**src/rtl/sisc_fetch_if.sv**
```systemverilog
// Instruction-memory read bus for the SISC fetch unit.
// master: fetch unit (drives address/request); slave: instruction memory.
interface sisc_fetch_if #(
  parameter int unsigned AW = 8
) ();
  logic [AW-1:0] im_addr;
  logic          im_req;
  logic          im_ack;
  logic [31:0]   im_data;

  modport master (
    output im_addr,
    output im_req,
    input  im_ack,
    input  im_data
  );

  modport slave (
    input  im_addr,
    input  im_req,
    output im_ack,
    output im_data
  );
endinterface

```
**src/rtl/sisc_fetch.sv**
```systemverilog
// SISC instruction-fetch unit: owns PC and IR, runs the req/ack read to
// instruction memory and resolves BRA/BRR/BNE/BNR against the ALU status.
// Optional build macro FETCH_TIMEOUT_EN: aborts a fetch that waits TIMEOUT
// cycles without an ack, loading HLT and setting a sticky error flag.
module sisc_fetch #(
  parameter int unsigned AW      = 8
`ifdef FETCH_TIMEOUT_EN
  ,
  parameter int unsigned TIMEOUT = 16
`endif
) (
  input  logic          clk,
  input  logic          rst,
  input  logic          fetch_req_i,
  input  logic          br_eval_i,
  input  logic [3:0]    stat_i,
  sisc_fetch_if.master  im,
  output logic [31:0]   ir_o,
  output logic [3:0]    opcode_o,
  output logic [3:0]    mm_o,
  output logic [AW-1:0] pc_o,
  output logic          busy_o,
  output logic          fetch_done_o,
  output logic          fetch_err_o
);

  typedef enum logic [1:0] {StIdle, StWait, StDone} state_e;

  localparam logic [3:0] OpBra = 4'd4;
  localparam logic [3:0] OpBrr = 4'd5;
  localparam logic [3:0] OpBne = 4'd6;
  localparam logic [3:0] OpBnr = 4'd7;

  state_e        state_q;
  logic [AW-1:0] pc_q;
  logic [31:0]   ir_q;
  logic          im_req_q;
  logic          busy_q;
  logic          fetch_done_q;

  logic          hit;
  logic [31:0]   rel_off;
  logic [AW-1:0] br_pc_d;

`ifdef FETCH_TIMEOUT_EN
  localparam int unsigned CntW = (TIMEOUT > 1) ? $clog2(TIMEOUT) : 1;
  localparam logic [CntW-1:0] CntLast = CntW'(TIMEOUT - 1);
  logic [CntW-1:0] cnt_q;
  logic            fetch_err_q;
`endif

  // Branch target: relative forms add to the already-incremented PC and wrap.
  always_comb begin
    hit     = |(stat_i & ir_q[27:24]);
    rel_off = {{16{ir_q[15]}}, ir_q[15:0]};
    br_pc_d = pc_q;
    case (ir_q[31:28])
      OpBra: if (hit)  br_pc_d = ir_q[AW-1:0];
      OpBrr: if (hit)  br_pc_d = pc_q + rel_off[AW-1:0];
      OpBne: if (!hit) br_pc_d = ir_q[AW-1:0];
      OpBnr: if (!hit) br_pc_d = pc_q + rel_off[AW-1:0];
      default: ;
    endcase
  end

  // Fetch FSM with registered handshake/status outputs; PC and IR live here too.
  always_ff @(posedge clk or posedge rst) begin
    if (rst) begin
      state_q      <= StIdle;
      pc_q         <= '0;
      ir_q         <= '0;
      im_req_q     <= 1'b0;
      busy_q       <= 1'b0;
      fetch_done_q <= 1'b0;
`ifdef FETCH_TIMEOUT_EN
      cnt_q        <= '0;
      fetch_err_q  <= 1'b0;
`endif
    end else begin
      unique case (state_q)
        StIdle: begin
          fetch_done_q <= 1'b0;
          // Branch lands first so a same-cycle fetch reads from the new PC.
          if (br_eval_i) pc_q <= br_pc_d;
          if (fetch_req_i) begin
            state_q  <= StWait;
            im_req_q <= 1'b1;
            busy_q   <= 1'b1;
`ifdef FETCH_TIMEOUT_EN
            cnt_q    <= '0;
`endif
          end
        end
        StWait: begin
          if (im.im_ack) begin
            ir_q         <= im.im_data;
            pc_q         <= pc_q + AW'(1);
            im_req_q     <= 1'b0;
            busy_q       <= 1'b0;
            fetch_done_q <= 1'b1;
            state_q      <= StDone;
          end
`ifdef FETCH_TIMEOUT_EN
          else if (cnt_q == CntLast) begin
            // Abort: substitute HLT, keep PC, latch the error.
            ir_q         <= 32'hF000_0000;
            fetch_err_q  <= 1'b1;
            im_req_q     <= 1'b0;
            busy_q       <= 1'b0;
            fetch_done_q <= 1'b1;
            state_q      <= StDone;
          end else begin
            cnt_q <= cnt_q + CntW'(1);
          end
`endif
        end
        StDone: begin
          fetch_done_q <= 1'b0;
          state_q      <= StIdle;
        end
        default: begin
          state_q <= StIdle;
        end
      endcase
    end
  end

  assign im.im_req    = im_req_q;
  assign im.im_addr   = im_req_q ? pc_q : '0;
  assign ir_o         = ir_q;
  assign opcode_o     = ir_q[31:28];
  assign mm_o         = ir_q[27:24];
  assign pc_o         = pc_q;
  assign busy_o       = busy_q;
  assign fetch_done_o = fetch_done_q;
`ifdef FETCH_TIMEOUT_EN
  assign fetch_err_o  = fetch_err_q;
`else
  assign fetch_err_o  = 1'b0;
`endif

endmodule

```
**src/flat_wrapper.sv**
```systemverilog
// flat-port wrapper written by rule: the top's interface ports become plain ports
module sisc_fetch_flat 
#(
  parameter int unsigned AW      = 8

)
  (clk, rst, fetch_req_i, br_eval_i, stat_i, ir_o, opcode_o, mm_o, pc_o, busy_o, fetch_done_o, fetch_err_o, im_im_addr, im_im_req, im_im_ack, im_im_data);
  sisc_fetch_if #(.AW(AW)) im_i ();
  input  logic clk;
  input  logic rst;
  input  logic fetch_req_i;
  input  logic br_eval_i;
  input  logic [3:0] stat_i;
  output logic [31:0] ir_o;
  output logic [3:0] opcode_o;
  output logic [3:0] mm_o;
  output logic [AW-1:0] pc_o;
  output logic busy_o;
  output logic fetch_done_o;
  output logic fetch_err_o;
  output wire logic [$bits(im_i.im_addr)-1:0] im_im_addr;
  output wire logic [$bits(im_i.im_req)-1:0] im_im_req;
  input wire logic [$bits(im_i.im_ack)-1:0] im_im_ack;
  input wire logic [$bits(im_i.im_data)-1:0] im_im_data;
  assign im_im_addr = im_i.im_addr;
  assign im_im_req = im_i.im_req;
  assign im_i.im_ack = im_im_ack;
  assign im_i.im_data = im_im_data;
  sisc_fetch #(.AW(AW)) u_core (.clk(clk), .rst(rst), .fetch_req_i(fetch_req_i), .br_eval_i(br_eval_i), .stat_i(stat_i), .im(im_i), .ir_o(ir_o), .opcode_o(opcode_o), .mm_o(mm_o), .pc_o(pc_o), .busy_o(busy_o), .fetch_done_o(fetch_done_o), .fetch_err_o(fetch_err_o));
endmodule
```
**config.mk**
```make
export PLATFORM = sky130hd
export DESIGN_NAME = sisc_fetch_flat
export DESIGN_NICKNAME = d
export VERILOG_FILES = /design/src/rtl/sisc_fetch_if.sv /design/src/rtl/sisc_fetch.sv /design/src/flat_wrapper.sv
export SDC_FILE = /design/constraint.sdc
export NUM_CORES = 1
export LEC_CHECK = 0
export CAP_MARGIN = 20
export CORE_UTILIZATION = 30
export CTS_CLUSTER_SIZE = 14
export DETAILED_ROUTE_END_ITERATION = 6
export GPL_TIMING_DRIVEN = 0
export SETUP_SLACK_MARGIN = 0.15
export SLEW_MARGIN = 20
export SYNTH_ARGS = -nofsm -noshare
export SYNTH_HDL_FRONTEND = slang
export SYNTH_SLANG_ARGS = --single-unit
```
**constraint.sdc**
```tcl
create_clock -name clk -period 1.7 [get_ports clk]
set_input_delay 0.34 -clock clk [delete_from_list [all_inputs] [get_ports clk]]
set_output_delay 0.34 -clock clk [all_outputs]
set_load 0.01 [all_outputs]
```
Yosys cells after proc, flatten, opt, wreduce, memory -nomap -nowiden
Cells that the tools add are included.
Widths: inputs -> output; s select.
{"block": "word_totals", "regBits": 44, "input_bits": 41, "wordCells": 49}
{"block": "op_classes", "addsub": 2, "n_eq_ne": 14, "n_mux": 17, "bitwise_logic": 1, "reduce_logical": 10}
{"operator": "$mux 8", "count": 7}
{"operator": "$pmux 8 s4", "count": 1}
{"operator": "$eq 4x3->1 const B", "count": 4}
{"operator": "$pmux 8 s2", "count": 1}
{"operator": "$add 8x1->8 const B", "count": 1}
{"operator": "$add 8x8->8", "count": 1}
{"operator": "$reduce_and 8->1", "count": 1}
{"operator": "$ne 2x2->1 const B", "count": 3}
{"operator": "$ne 3x2->1 const B", "count": 2}
{"operator": "$ne 3x3->1 const B", "count": 2}
{"operator": "$reduce_and 2->1", "count": 3}
{"operator": "$ne 5x5->1 const B", "count": 1}
{"operator": "$and 4x4->4", "count": 1}
{"operator": "$mux 2", "count": 2}
{"operator": "$pmux 1 s2", "count": 2}
{"operator": "$pmux 2 s2", "count": 1}
{"operator": "$reduce_bool 2->1", "count": 2}
{"operator": "$reduce_or 4->1", "count": 1}
{"operator": "$mux 1", "count": 3}
{"operator": "$reduce_and 3->1", "count": 1}
{"operator": "$eq 2x1->1 const B", "count": 1}
{"operator": "$eq 2x2->1 const B", "count": 1}
{"operator": "$logic_not 2->1", "count": 1}
{"operator": "$reduce_or 2->1", "count": 1}

Logic depth before layout (Yosys ltp)
{"block": "logic_depth", "word_depth": 6, "depth_mapped": 9, "mapped_depth_nobuf": 9}

Worst setup path before layout
No wires, ideal clock.
{"block": "synth_path", "kind": "register to register", "startpoint": "reg u_core.pc_q[0] (netlist: u_core.pc_o[0])", "endpoint": "reg u_core.pc_q[6] (netlist: u_core.pc_o[6])", "setup_ps": 126, "arrival_ps": 1833, "slack_ps": -259, "stages_incl_launch_ff": 10, "synth_period_minus_slack_ps": 1959, "cell_sequence": "dfrtp_1 ha_1 inv_1 fa_1 nor2b_1 o21ai_1 a21oi_1 nand2_1 a211oi_1 o2bb2ai_2"}
{"block": "synth_between", "elab_chain_len": 5, "elab_cells_between_ends": 8, "classes_between": "2 x add/sub; 6 x mux"}
{"element": "start, declared", "line": "sisc_fetch.sv:35", "text": "logic [AW-1:0] pc_q;"}
{"element": "start signal, assigned", "line": "sisc_fetch.sv:84", "text": "if (br_eval_i) pc_q <= br_pc_d;"}
{"element": "start signal, assigned", "line": "sisc_fetch.sv:97", "text": "pc_q <= pc_q + AW'(1);"}
{"element": "$add 8x8->8", "line": "sisc_fetch.sv:59, sisc_fetch.sv:61"}
{"element": "$mux 8 (on tied branches)", "line": "sisc_fetch.sv:61, sisc_fetch.sv:59"}
{"element": "$pmux 8 s4", "line": "sisc_fetch.sv:57", "text": "case (ir_q[31:28])"}
{"element": "$mux 8", "line": "sisc_fetch.sv:84"}
{"element": "$pmux 8 s2 *", "line": "sisc_fetch.sv:80", "text": "unique case (state_q)"}
Mark *: on every way between the ends. The rest lies on a longest branch, timed or not. The select of a mux whose other input is x is not followed.
A chain may end at the register's enable or synchronous reset.

Worst setup path in the final report
Same ends and word-level chain as after synthesis.

==> flow_summary.json <==
{
  "p_leak_nw": 1.88,
  "power_density_nw_per_um2": 1630,
  "cts.sinks": 44,
  "place.gp.congestion": 0.852,
  "synth-adder-area-share_pct": 4.99,
  "antenna_found_initial": 0,
  "h-tree-depth": 2,
  "final_cells": 456,
  "finalCritPeriodShare_pct": 110,
  "drt_iter0_markers": 98,
  "port-buffer-count": 99,
  "synth_largest_area_cell": "dfrtp_1",
  "r2r-start": "u_core.pc_o[0]",
  "gr-total-overflow": 0,
  "synth-compound-area-share_pct": 13.9,
  "crit_chain": "ha_4 > inv_2 > fa_2 > nor2b_2 > o21ai_2 > a21oi_2 > or3_1 > a211oi_2 > o2bb2ai_2",
  "drive_gt1_share_pct": 35.9,
  "max_freq_ghz": 0.537,
  "clkTransAtPathRegs_ns": 0.09,
  "cts_tree": "built",
  "cp-start-kind": "flop",
  "finalSetupViolations": 6,
  "yosys-top-cells-area": "dfrtp_1, mux2_1, ha_1",
  "slew_viol_final": 0,
  "outcome": "finished with violations",
  "syn_inst": 218,
  "cts_buffer_depth": 2,
  "synth_area_per_cell_um2": 11.0,
  "register_area_um2": 1120,
  "drc": 0,
  "globalRouteTotalUtil_pct": 15.5,
  "synthArstFlopShare_pct": 100,
  "postCtsHoldBufs": 0,
  "synth_top_family_by_area": "multiplexers",
  "reg2reg_slack_ns": -0.16,
  "first_pass_iters": 4,
  "finalHoldViolCount": 0,
  "fin_nets": 404,
  "vias": 2122,
  "hold_path.class": "primary input to asynchronous set/reset pin",
  "yosysWarningCount": 0,
  "die_w_um": 91.5,
  "path_delay_family": "compound AO/OA/AOI/OAI gates",
  "ios": 101,
  "nFillCells": 687,
  "cp_max_fo": 2,
  "wl_per_cell_um": 14.8,
  "synth_area_um2": 2400,
  "synth_top_area_share_pct": 45.8,
  "insertedDiodeCount": 0,
  "grt_max_degree": 31,
  "required_ns": 1.89,
  "maxCapViolCount": 0,
  "crit_type": "flop to flop",
  "cp-end-kind": "flop",
  "final.setup.worst_slack_ns": -0.163,
  "rows": 32,
  "rr_endpoint": "u_core.pc_o[6]",
  "cts_made_buffers": 5,
  "ff2ff_path_depth": 9,
  "postRouteWirelength_um": 6750,
  "viasPerCell": 4.65,
  "synth-simple-area-share_pct": 11.8,
  "rsz0062_at_grt": "yes",
  "synth-seq-area-share_pct": 45.8,
  "synth_edf_count": 0,
  "dp_hpwl_um": 4710,
  "fin_setup_tns_ns": -0.534,
  "clock_latency_ns": 0.30,
  "yosysUniqueCellTypes": 44,
  "dieArea_um2": 8380,
  "cp.arrival_ns": 2.05,
  "final_common_cell": "clkdlybuf4s50_1",
  "final_cell_mix": "clkdlybuf4s50_1, buf_4, dlygate4sd2_1",
  "crit_path_top_delay_cell": "dfrtp_2",
  "multi_input_area_um2": 1340,
  "postRouteAntennaNets": 0,
  "period_needed_ns": 1.86,
  "violations": "setup timing",
  "start_util_pct": 31.1,
  "syn_nets": 268,
  "ys.flop_type": "dfrtp_1",
  "synth_xor_area_share_pct": 2.19,
  "grt_pass1_wl_um": 10200,
  "utilization_pct": 52.7,
  "cp_num_buf_inv": 1,
  "fp.dieH_um": 91.5,
  "fin_skew_ns": 0.00968,
  "slowest_delay_ns": 0.43,
  "ctsRootBufferMaster": "clkbuf_8",
  "grt_pass1_vias": 2032,
  "syn_to_final_growth_pct": 69.5,
  "ys_ff_latch": 44,
  "core_region_area_um2": 7730,
  "peakVddDrop_mv": 0.606,
  "dp_cells": 420,
  "synth_mux_area_share_pct": 15.3
}
[worst max path at each step]
| stage | from | to | slack [ns] | cells past startpoint |
|---|---|---|---|---|
| 6_report | u_core.pc_o[0] | u_core.pc_o[6] | -0.16 | 9 |
| 5_1_grt | u_core.ir_o[0] | u_core.pc_o[6] | -0.23 | 9 |
| 4_1_cts | u_core.pc_o[0] | u_core.pc_o[6] | -0.20 | 9 |
| 3_5_place_dp | stat_i[2] | u_core.pc_o[6] | -0.45 | 8 |
| 3_3_place_gp | rst | u_core.ir_o[2] | -0.88 | 2 |
| 2_1_floorplan | u_core.pc_o[0] | u_core.pc_o[6] | -0.14 | 9 |
[through the flow]
stage | instance area (µm²) | hold WS, ns | setup slack [ns] | total power [mW]
2_1_floorplan | 2460 | 0.457 | -0.137 | 3.60
3_3_place_gp | 3580 | 0.468 | -0.882 | 5.06
3_5_place_dp | 3600 | 0.469 | -0.451 | 5.12
4_1_cts | 3890 | 0.333 | -0.203 | 6.25
5_1_grt | 4080 | 0.365 | -0.233 | 7.04
6_report | 4080 | 0.327 | -0.163 | 6.64
[cell families (layout without fill, tap and decap cells)]
logic type      Yosys count  count (layout)
compound gates           47              47
xor+xnor                  6               6
fa+ha+maj                 9               9
buf+inv                  24             160
flops                    44              44
mux                      33              33
other cells               1               1
simple gates             54              54
[where the power goes]
group / internal, mW / switching (mW) / leakage [nW] / total (mW)
logic: 2.12 / 1.74 / 1.31 / 3.86
registers: 1.44 / 0.388 / 0.502 / 1.83
clock network: 0.579 / 0.367 / 0.0642 / 0.946
total: 4.14 / 2.49 / 1.88 / 6.64
[flip-flops by register name, summed over array words and instances, names as in the netlist]
name	count
u_core.im.im_req	1
u_core.fetch_done_o	1
u_core.ir_o	32
u_core.pc_o	8
u_core.state_q	2
[layer usage]
metal / global-route usage (%) / routed length [µm]
met5: 0 / 0
met4: 3.97 / 93
met3: 3.43 / 328
met2: 26.3 / 3390
met1: 20.0 / 2940
[layout make-up]
| cell class | count | share of cell area [%] |
|---|---|---|
| multi-input combinational | 150 | 33.0 |
| timing repair buffer | 129 | 29.4 |
| sequential | 44 | 27.5 |
| tap | 102 | 3.13 |
| buffer | 16 | 3.10 |
| clock buffer | 5 | 1.69 |
| clock inverter | 2 | 1.47 |
| inverter | 8 | 0.737 |
[synth_stat cells (2+ instances only)]
master     n
o21a_1     2
a21oi_2    4
buf_2      3
and2_1     9
nand2_1   20
mux2_1    25
a31oi_1    4
buf_4     10
nand2b_1   2
nor2_1     6
a21oi_1   12
clkbuf_1   2
xnor2_1    4
mux2_2     6
nand3_1    3
a211oi_1   2
o21ai_0    9
dfrtp_1   44
nand2_2    3
inv_1      8
or3_1      2
a21o_1     3
xor2_1     2
ha_1       8
nor3_1     4
o21ai_1    2
mux2i_1    2
[timing repair]
action,CTS,global route
pin swaps,7,17
gates resized for setup,93,51
buffers inserted,20,9
endpoints found under the setup margin,85,54
(Power assumes the default switching activity.)
